`src/rtl/instr_fetch.sv`:
```
// ----------------------------------------------------------------------------
// instr_fetch : sequential fetch/issue stage with PC, redirect and halt
// Optional: HALT_RESUME_EN lets `resume` restart fetch from HALT.  Rev 1.0
// ----------------------------------------------------------------------------
`default_nettype none

module instr_fetch #(
  parameter int                  PC_WIDTH = 8,
  parameter logic [PC_WIDTH-1:0] RESET_PC = '0
) (
  input  logic                clk,
  input  logic                rst,
  output logic                imem_req,
  output logic [PC_WIDTH-1:0] imem_addr,
  input  logic                imem_ack,
  input  logic [15:0]         imem_data,
  output logic [3:0]          Op_Code,
  output logic [11:0]         Operands,
  output logic                instr_valid,
  input  logic                stall,
  input  logic                redirect_en,
  input  logic [PC_WIDTH-1:0] redirect_pc,
  input  logic                resume,
  output logic [PC_WIDTH-1:0] pc,
  output logic                halted
);

  typedef enum logic [1:0] {
    S_IDLE  = 2'd0,
    S_REQ   = 2'd1,
    S_ISSUE = 2'd2,
    S_HALT  = 2'd3
  } state_t;

  localparam logic [PC_WIDTH-1:0] PC_ONE    = {{(PC_WIDTH-1){1'b0}}, 1'b1};
  localparam logic [3:0]          OP_HALT   = 4'b1111;

  state_t              state_q, state_d;
  logic [PC_WIDTH-1:0] pc_q, pc_d;
  logic [15:0]         ir_q, ir_d;

  always_ff @(posedge clk or posedge rst) begin
    if (rst) begin
      state_q <= S_IDLE;
      pc_q    <= RESET_PC;
      ir_q    <= 16'h0000;
    end else begin
      state_q <= state_d;
      pc_q    <= pc_d;
      ir_q    <= ir_d;
    end
  end

  always_comb begin
    state_d = state_q;
    pc_d    = pc_q;
    ir_d    = ir_q;
    case (state_q)
      S_IDLE: state_d = S_REQ;
      S_REQ: begin
        if (imem_ack) begin
          ir_d    = imem_data;
          pc_d    = pc_q + PC_ONE;
          state_d = S_ISSUE;
        end
      end
      S_ISSUE: begin
        if (!stall) begin
          // Halt takes priority: a redirect on the halt word is dropped.
          if (ir_q[15:12] == OP_HALT) begin
            state_d = S_HALT;
          end else begin
            state_d = S_REQ;
            if (redirect_en) pc_d = redirect_pc;
          end
        end
      end
      S_HALT: begin
`ifdef HALT_RESUME_EN
        if (resume) state_d = S_REQ;
`else
        state_d = S_HALT;
`endif
      end
      default: state_d = S_IDLE;
    endcase
  end

`ifndef HALT_RESUME_EN
  logic unused_resume;
  assign unused_resume = resume;
`endif

  assign imem_req    = (state_q == S_REQ);
  assign imem_addr   = pc_q;
  assign instr_valid = (state_q == S_ISSUE);
  assign halted      = (state_q == S_HALT);
  assign Op_Code     = ir_q[15:12];
  assign Operands    = ir_q[11:0];
  assign pc          = pc_q;

endmodule

`default_nettype wire

```
`config.mk`:
```
export PLATFORM = sky130hd
export DESIGN_NAME = instr_fetch
export DESIGN_NICKNAME = d
export VERILOG_FILES = /design/src/rtl/instr_fetch.sv
export SDC_FILE = /design/constraint.sdc
export NUM_CORES = 1
export LEC_CHECK = 0
export CAP_MARGIN = 20
export CORE_ASPECT_RATIO = 0.75
export CORE_MARGIN = 5
export CORE_UTILIZATION = 43
export DETAILED_ROUTE_END_ITERATION = 10
export GPL_ROUTABILITY_DRIVEN = 0
export PLACE_DENSITY_LB_ADDON = 0.12
export SLEW_MARGIN = 20
export SYNTH_ARGS = -nofsm -noshare
export SYNTH_HDL_FRONTEND = slang
export SYNTH_SLANG_ARGS = --single-unit
```
`constraint.sdc`:
```
create_clock -name clk -period 2.87 [get_ports clk]
set_input_delay 0.7175 -clock clk [delete_from_list [all_inputs] [get_ports clk]]
set_output_delay 0.7175 -clock clk [all_outputs]
set_load 0.05 [all_outputs]
```
==> out/results.ini, run 1 <==
[run_status]
status = completed

[worst_setup_path]
reg2reg_from = state_q[1]$_DFFE_PP0P_
cp_max_fo = 13
end_kind = primary output
path_class = reg -> out
worstPathArrival_ns = 1.95
startpoint_type = flip-flop
startpoint = state_q[0]$_DFFE_PP0P_
critPathRequiredTime_ns = 2.15

[layout]
syn2layout_area_growth_pct = 48.3
antenna-diode-count = 0
final_core_util_pct = 66.3
drive_above_1_share_pct = 6.53
nets = 232
layout_commonest_cell = clkdlybuf4s50_1
nFillCells = 237
layout_common_cells = clkdlybuf4s50_1, nand2_1, dfrtp_1, a21oi_1, o21ai_0

[place]
portBuffers = 63
dp_hpwl_um = 2670

[yosys]
synth-seq-cells = 26
avgSynthCellArea_um2 = 9.18
yosysUniqueCellTypes = 36
muxShareOfSynthArea_pct = 0.758
synth_top_family_by_area = simple AND/OR/NAND/NOR gates
syn_area_um2 = 1320
synth_fa_ha_area_share_pct = 0.947
synth_compound_area_share_pct = 14.0
yosysWarnings = 0
syn_nets = 175
synth_xor_area_share_pct = 0
ys_async_sr_fraction_pct = 100
synthCells = 144
synth-simple-area-share_pct = 26.1
synth_flop_cell = dfrtp_1
synth_edf_count = 0
ys_seq_area_share_pct = 49.2

[detailed_routing]
drtPass1Iterations = 4
wl_per_cell_um = 14.2
route.detailed.drc = 0
drt_iter0_markers = 24
vias = 1163
antenna_left = 0
wirelength_um = 3380
via_per_inst = 4.91

[timing]
grt_setup_unrepaired = false
worst-slew-pin-transition_ns = 0.518
finClkSkew_ns = 0.00162
final-setup-viol-count = 0
fmax_mhz = 375
hold_violations = 0
setup_tns_ns = 0
final.period_utilization_pct = 92.9
slew_viol_final = 0
fin_crit_ns = 2.67
slew_headroom_pct = 65.4

[clock_network]
clockRootBuffer = clkbuf_8
cts_tree = built
cts_buffer_depth = 2
clk_latency_ns = 0.26
clkSinkCount = 26
cts_made_buffers = 3
cts-hold-fix-buffers = 0
path_clk_slew_ns = 0.08
h-tree-depth = 1
post_cts_buffers = 0
cts_resized = 0

[min_path]
hold_path_class = reg -> reg
hp-start = ir_q[6]$_DFFE_PP0P_

[grt]
grt_pass1_wl_um = 5540
grt_use_total_pct = 16.7
grt.overflow.total = 0
antenna_found_initial = 0
grt_max_degree = 27
grt_pass1_vias = 1175

[floorplan]
coreArea_um2 = 2960
die_area_um2 = 4290
ios = 65
initial_utilization_pct = 44.7
num_rows = 17
die_x_um = 74.0
die_h_um = 58.0

[power_and_ir_drop]
p_per_area_nw_per_um2 = 1010
p_leak_uw = 0.000878
power.total_uw = 1970
ir_worst_vdd_v = 0.000516

[run]
maxCapViolations = 0

Yosys cell counts (2+ instances only):
cell type | number | area share [%]
nand2_1 | 51 | 14
dfrtp_1 | 26 | 49
a21oi_1 | 10 | 3.8
buf_4 | 8 | 4.5
o21ai_0 | 5 | 1.9
inv_1 | 4 | 1.1
nand3_1 | 4 | 1.5
nor2_1 | 4 | 1.1
nor3_1 | 3 | 1.1
buf_2 | 2 | 0.76
buf_6 | 2 | 1.7
power by group:
part	internal [µW]	switching, µW
clock	93.9	106
combinational	382	777
sequential	493	118
registers in the layout (all words and copies together), names as in the netlist:
name	count
state_q	2
imem_addr	8
ir_q	16
per-layer routing:
layer  track usage (%)  part of all wire [%]
met4              4.65                   1.5
met1              20.0                    43
met2              27.1                    47
met5                 0                     0
met3              7.28                   8.2
kinds of logic (layout without fill, tap and decap cells):
logic type                 after synthesis  count (layout)
DFF                                     26              26
and+or+nand+nor                         72              72
AOI/OAI and AO/OA                       26              26
buffers and inverters                   18              73
muxes                                    1               1
adders and majority gates                1               1
metrics by stage:
step | area, µm² | instances | worst slack (ns) | hold WS (ns)
2_1_floorplan | 1320 | 144 | 1.00 | 0.590
3_3_place_gp | 1920 | 234 | 0.504 | 0.457
3_5_place_dp | 1920 | 234 | 0.489 | 0.466
4_1_cts | 1960 | 237 | 0.192 | 0.486
5_1_grt | 1960 | 237 | 0.123 | 0.516
6_report | 1960 | 237 | 0.204 | 0.485
critical path, stage by stage (launching register included):
cell and delay [ns]:
dfrtp_1 0.44, nand2b_4 0.23, inv_4 0.17, clkdlybuf4s50_1 0.83
final timing paths:
kind | to | slack [ns] | depth (start not counted)
worst max-delay path | instr_valid | 0.20 | 3
worst min-delay path | ir_q[6]$_DFFE_PP0P_ | 0.49 | 2
worst max register to register | imem_addr[5]$_DFFE_PP0P_ | 1.25 | 4
worst min register to register | ir_q[6]$_DFFE_PP0P_ | 0.49 | 2
max in group asynchronous | imem_addr[2]$_DFFE_PP0P_ | 1.82 | 3
min in group asynchronous | ir_q[3]$_DFFE_PP0P_ | 0.80 | 3
layout make-up:
type / instances / area, µm² / share of cell area, %
Clock buffer: 3 / 41.3 / 2.11
Timing Repair Buffer: 65 / 646 / 33.0
Multi-Input combinational cell: 100 / 553 / 28.2
Inverter: 5 / 21.3 / 1.09
Tap cell: 38 / 47.5 / 2.43
Sequential cell: 26 / 651 / 33.2
Power figures use the tool's default switching activity.
==> inputs of run 2 (changes only) <==
- CORE_MARGIN: 5 -> unset
- SKIP_LAST_GASP: unset -> 1
==> run 2 against run 1 <==
Net effect: flip-flop and latch count did not move; non-clock buffer count unchanged; wire length fell by 4.1%; clock-buffer cell count is the same; critical path type unchanged; highest routed layer unchanged.
==> out/results.ini, run 2 (synthesis gave the netlist of run 1 again) <==
[run_status]
status = completed

[worst_setup_path]
max_stage_delay_ns = 0.83  ; about the same
reg2reg_setup_slack_ns = 1.25  ; about the same
reg2reg_from = state_q[1]$_DFFE_PP0P_
rr_endpoint = imem_addr[5]$_DFFE_PP0P_
path_class = reg -> out
path_cells = nand2b_4, inv_4, clkdlybuf4s50_1
startpoint_type = flip-flop
slowest_stage = clkdlybuf4s50_1
cp_max_fo = 13  ; unchanged
critPathRequiredTime_ns = 2.15  ; about the same
reg2reg_depth = 4  ; unchanged
end_kind = primary output
worstPathArrival_ns = 1.98  ; +0.03 ns

[detailed_routing]
route.detailed.drc = 0  ; unchanged
drt_iter0_markers = 66  ; +180%
wl_per_cell_um = 13.6  ; -4.5%
vias = 1223  ; +5.2%
via_per_inst = 5.14  ; +4.7%
wirelength_um = 3240  ; -4.1%
antenna_left = 0  ; unchanged
drtPass1Iterations = 4  ; unchanged

[grt]
grt_pass1_vias = 1159  ; -1.4%
grt_max_degree = 27  ; unchanged
grt_pass1_wl_um = 5240  ; -5.5%
grt_use_total_pct = 21.2  ; +4.6 points
grt.overflow.total = 0  ; unchanged
antenna_found_initial = 0  ; unchanged

[clock_network]
cts_made_buffers = 3  ; unchanged
path_clk_slew_ns = 0.09  ; about the same
h-tree-depth = 1  ; unchanged
clockRootBuffer = clkbuf_8
cts_tree = built
cts-hold-fix-buffers = 0  ; unchanged
post_cts_buffers = 0  ; unchanged
clkSinkCount = 26  ; unchanged
cts_resized = 0  ; unchanged
clk_latency_ns = 0.27  ; about the same
cts_buffer_depth = 2  ; unchanged

[floorplan]
coreArea_um2 = 2940  ; -0.72%
ios = 65  ; unchanged
die_area_um2 = 3300  ; -23%
die_x_um = 66.0  ; -11%
die_h_um = 50.0  ; -14%
initial_utilization_pct = 45.0  ; +0.32 points
num_rows = 17  ; unchanged

[layout]
nets = 232  ; unchanged
layout_common_cells = clkdlybuf4s50_1, nand2_1, dfrtp_1, a21oi_1, o21ai_0
drive_above_1_share_pct = 7.00  ; +0.47 points
largest_reg_flops = 16  ; unchanged
syn2layout_area_growth_pct = 50.6
layout_commonest_cell = clkdlybuf4s50_1
final_cells = 238  ; +0.42%
antenna-diode-count = 0  ; unchanged
final_core_util_pct = 67.8  ; +1.5 points
largest_register = ir_q

[power_and_ir_drop]
p_int_uw = 1060  ; +9.6%
p_leak_uw = 0.000892  ; +1.6%
power.share.clock_pct = 14.4  ; +4.2 points
power.total_uw = 2060  ; +4.7%
seqPwrFrac_pct = 29.8  ; -1.2 points
p_per_area_nw_per_um2 = 1040  ; +3.1%
swShare_pct = 48.5  ; -2.3 points
ir_worst_vdd_v = 0.000672  ; +30%
switchingPower_uw = 1000  ; about the same
combinationalPowerShare_pct = 55.8  ; -3.0 points

[timing]
fin_crit_ns = 2.70  ; +0.0315 ns
fmax_mhz = 371  ; -1.2%
final-setup-viol-count = 0  ; unchanged
worst-slew-pin-transition_ns = 0.517  ; -0.00112 ns
slew_headroom_pct = 65.4  ; +0.075 points
hold_violations = 0  ; unchanged
slew_viol_final = 0  ; unchanged
finClkSkew_ns = 0.00341  ; +0.00179 ns
grt_setup_unrepaired = false
setup_tns_ns = 0  ; unchanged
final.period_utilization_pct = 94.0  ; +1.1 points

[min_path]
hold_path_class = reg -> reg
holdPathEnd = ir_q[9]$_DFFE_PP0P_
hp-start = ir_q[9]$_DFFE_PP0P_
hold_depth = 2  ; unchanged

[place]
portBuffers = 63  ; unchanged
dp.cells = 234  ; unchanged
dp_hpwl_um = 2370  ; -11%

[run]
maxCapViolations = 0  ; unchanged

==> run 2: how the worst max path moves through the flow <==
stage / start / depth (start not counted) / endpoint / slack [ns]
after global routing: state_q[0]$_DFFE_PP0P_ / 3 / instr_valid / 0.11
after floorplan: state_q[0]$_DFFE_PP0P_ / 1 / imem_req / 1.0
after CTS: state_q[0]$_DFFE_PP0P_ / 3 / instr_valid / 0.18
final: state_q[0]$_DFFE_PP0P_ / 3 / instr_valid / 0.17
after detailed placement: state_q[0]$_DFFE_PP0P_ / 3 / instr_valid / 0.48
after global placement: state_q[0]$_DFFE_PP0P_ / 3 / instr_valid / 0.51
==> run 2: critical path, delay by kind of cell (launching register included) <==
kind	cells	cell delay [ns]
buf+inv	2	1.02
flops	1	0.45
simple gates	1	0.24
==> run 2: metal layers <==
metal / up-vias / part of all wire, % / track usage, %
li1: 587 / - / -
met1: 586 / 41 / 24.7
met2: 48 / 50 / 37.6
met3: 2 / 7.5 / 6.71
met4: 0 / 0.86 / 5.32
met5: - / 0 / 0
==> run 2: metrics by stage <==
step | setup slack, ns | instance area (µm²) | hold WS (ns)
after floorplan | 1.00 | 1320 | 0.590
after global placement | 0.513 | 1920 | 0.457
after detailed placement | 0.481 | 1920 | 0.462
after CTS | 0.180 | 1990 | 0.485
after global routing | 0.106 | 1990 | 0.505
final | 0.173 | 1990 | 0.478
==> run 2: cell type report <==
type	count	area, µm²
Sequential cell	26	651
Clock inverter	1	30.0
Clock buffer	3	41.3
Multi-Input combinational cell	100	553
Tap cell	38	47.5
Fill cell	221	946
Inverter	5	21.3
Timing Repair Buffer	65	646
==> run 2: power by group through the flow <==
stage | combinational (µW) | sequential, µW | clock (µW)
floorplan | 346 | 1050 | 0
global placement | 1140 | 606 | 0
detailed placement | 1160 | 618 | 0
CTS | 1160 | 614 | 308
global route | 1210 | 632 | 320
finish | 1150 | 615 | 297
==> inputs of run 3 (changes only) <==
- CORE_UTILIZATION: 43 -> 40
- SLEW_MARGIN: 20 -> unset
- clock period: 2.87 -> 2.5 ns (I/O delays scaled with it)
==> run 3 against run 2 <==
Net effect: wire length is 1.1% lower; critical path depth is 1 lower; via count is 3.4% lower; combinational power is 15% higher; clock power is 17% higher; sequential power is 14% higher; non-clock buffer count is 1 higher; final cell count is 0.42% higher; flip-flop and latch count stayed put; largest cell class unchanged; clock-buffer cell count stayed put; sequential share of layout area is 0.082 points lower; global-route usage is 1.7 points lower.
==> out/results.ini, run 3 (synthesis gave the netlist of run 1 again) <==
[worst_setup_path]
reg2reg_depth = 4  ; unchanged
end_kind = primary output
max_stage_delay_ns = 0.79  ; -0.04 ns
path_buf_inv = 1  ; -1
reg2reg_setup_slack_ns = 0.84  ; -0.41 ns
startpoint_type = flip-flop
slowest_stage = clkdlybuf4s50_1
rr_endpoint = imem_addr[5]$_DFFE_PP0P_
cp_max_fo = 7  ; -6
path_class = reg -> out
worstPathArrival_ns = 1.72  ; -0.26 ns
crit_cells = 2  ; -1
reg2reg_from = imem_addr[0]$_DFFE_PP0P_
critPathTopFamily = buffers and inverters
critPathRequiredTime_ns = 1.88  ; -0.27 ns
path_cells = and2_1, clkdlybuf4s50_1

[clock_network]
cts_tree = built
clk_latency_ns = 0.27  ; about the same
post_cts_buffers = 0  ; unchanged
cts_made_buffers = 3  ; unchanged
path_clk_slew_ns = 0.09  ; about the same
cts-hold-fix-buffers = 0  ; unchanged
clkSinkCount = 26  ; unchanged
cts_buffer_depth = 2  ; unchanged
clockRootBuffer = clkbuf_8
h-tree-depth = 1  ; unchanged
cts_resized = 0  ; unchanged

[timing]
final-setup-viol-count = 0  ; unchanged
fmax_mhz = 427
slew_headroom_pct = 65.5  ; +0.085 points
worst-slew-pin-transition_ns = 0.515  ; -0.00128 ns
final.period_utilization_pct = 93.8
hold_violations = 0  ; unchanged
whs_ns = 0.481  ; +0.00316 ns
finClkSkew_ns = 0.00288  ; -0.000527 ns
setup_tns_ns = 0  ; unchanged
fin_crit_ns = 2.34
slew_viol_final = 0  ; unchanged
grt_setup_unrepaired = false

[layout]
layout_commonest_cell = clkdlybuf4s50_1
drive_above_1_share_pct = 7.96  ; +0.96 points
largest_reg_flops = 16  ; unchanged
antenna-diode-count = 0  ; unchanged
layout_common_cells = clkdlybuf4s50_1, nand2_1, dfrtp_1, a21oi_1, o21ai_0
nets = 233  ; +0.43%
final_cells = 239  ; +0.42%
largest_register = ir_q
syn2layout_area_growth_pct = 50.9

[grt]
grt_pass1_wl_um = 5080  ; -3.0%
grt.overflow.total = 0  ; unchanged
antenna_found_initial = 0  ; unchanged
grt_max_degree = 27  ; unchanged
grt_pass1_vias = 1045  ; -9.8%
grt_use_total_pct = 19.5  ; -1.7 points

[floorplan]
die_area_um2 = 3540  ; +7.2%
initial_utilization_pct = 43.4  ; -1.6 points
ios = 65  ; unchanged
die_h_um = 51.8  ; +3.5%
coreArea_um2 = 3040  ; +3.6%
num_rows = 17  ; unchanged
die_x_um = 68.4  ; +3.6%

[power_and_ir_drop]
p_leak_uw = 0.000898  ; +0.70%
power.share.clock_pct = 14.6  ; +0.2 points
p_per_area_nw_per_um2 = 1190  ; +15%
p_int_uw = 1220  ; +15%
power.total_uw = 2370  ; +15%
combinationalPowerShare_pct = 55.7  ; about the same
seqPwrFrac_pct = 29.6  ; -0.2 points
swShare_pct = 48.5  ; about the same
switchingPower_uw = 1150  ; +15%
ir_worst_vdd_v = 0.000625  ; -7.0%

[min_path]
holdPathEnd = ir_q[0]$_DFFE_PP0P_
hold_depth = 2  ; unchanged
hp-start = ir_q[0]$_DFFE_PP0P_
hold_path_class = reg -> reg

[place]
dp.cells = 235  ; +0.43%
dp_hpwl_um = 2360  ; -0.28%
portBuffers = 63  ; unchanged

[detailed_routing]
route.detailed.drc = 0  ; unchanged
vias = 1181  ; -3.4%
drtPass1Iterations = 4  ; unchanged
wl_per_cell_um = 13.4  ; -1.5%
antenna_left = 0  ; unchanged
drt_iter0_markers = 97  ; +47%
wirelength_um = 3200  ; -1.1%
via_per_inst = 4.94  ; -3.8%

[run_status]
status = completed

[run]
maxCapViolations = 0  ; unchanged

run 3: area by class of cell:
| type | count | area [µm²] |
|---|---|---|
| clock buffers | 3 | 41.3 |
| fillers | 239 | 1050 |
| inverters | 5 | 21.3 |
| flip-flops and latches | 26 | 651 |
| repair buffers | 66 | 651 |
| clock inverters | 1 | 30.0 |
| well taps | 38 | 47.5 |
| multi-input cells | 100 | 553 |
run 3: worst max-delay path by stage:
| stage | from | to | slack [ns] |
|---|---|---|---|
| 2_1_floorplan | imem_addr[0]$_DFFE_PP0P_ | imem_addr[5]$_DFFE_PP0P_ | 0.71 |
| 3_3_place_gp | stall | imem_addr[0]$_DFFE_PP0P_ | 0.45 |
| 3_5_place_dp | imem_ack | imem_addr[0]$_DFFE_PP0P_ | 0.42 |
| 4_1_cts | state_q[1]$_DFFE_PP0P_ | halted | 0.15 |
| 5_1_grt | state_q[1]$_DFFE_PP0P_ | halted | 0.10 |
| 6_report | state_q[1]$_DFFE_PP0P_ | halted | 0.16 |
run 3: tightest hold or removal path, cell delays in order (launching register included):
cell     delay (ns)
dfrtp_1        0.35
nand2_1        0.05
nand2_1        0.05
run 3: metal layers:
layer / global-route usage, % / part of all wire (%) / wire length (µm)
met4: 2.78 / 0.25 / 8
met1: 27.7 / 48 / 1530
met3: 5.92 / 6.1 / 195
met2: 29.7 / 46 / 1460
met5: 0 / 0 / 0
run 3: power by group through the flow:
stage / Sequential, µW / Clock [µW] / Combinational, µW
3_3_place_gp: 697 / 0 / 1310
6_report: 702 / 347 / 1320
4_1_cts: 703 / 350 / 1330
5_1_grt: 731 / 367 / 1390
2_1_floorplan: 1210 / 0 / 398
3_5_place_dp: 710 / 0 / 1330
run 3: per-stage QoR:
stage / setup slack [ns] / utilization [%] / area (µm²)
finish: 0.155 / 65.6 / 1990
CTS: 0.152 / 65.6 / 1990
floorplan: 0.706 / - / 1320
detailed placement: 0.417 / 63.2 / 1920
global route: 0.103 / 65.6 / 1990
global placement: 0.450 / 63.2 / 1920
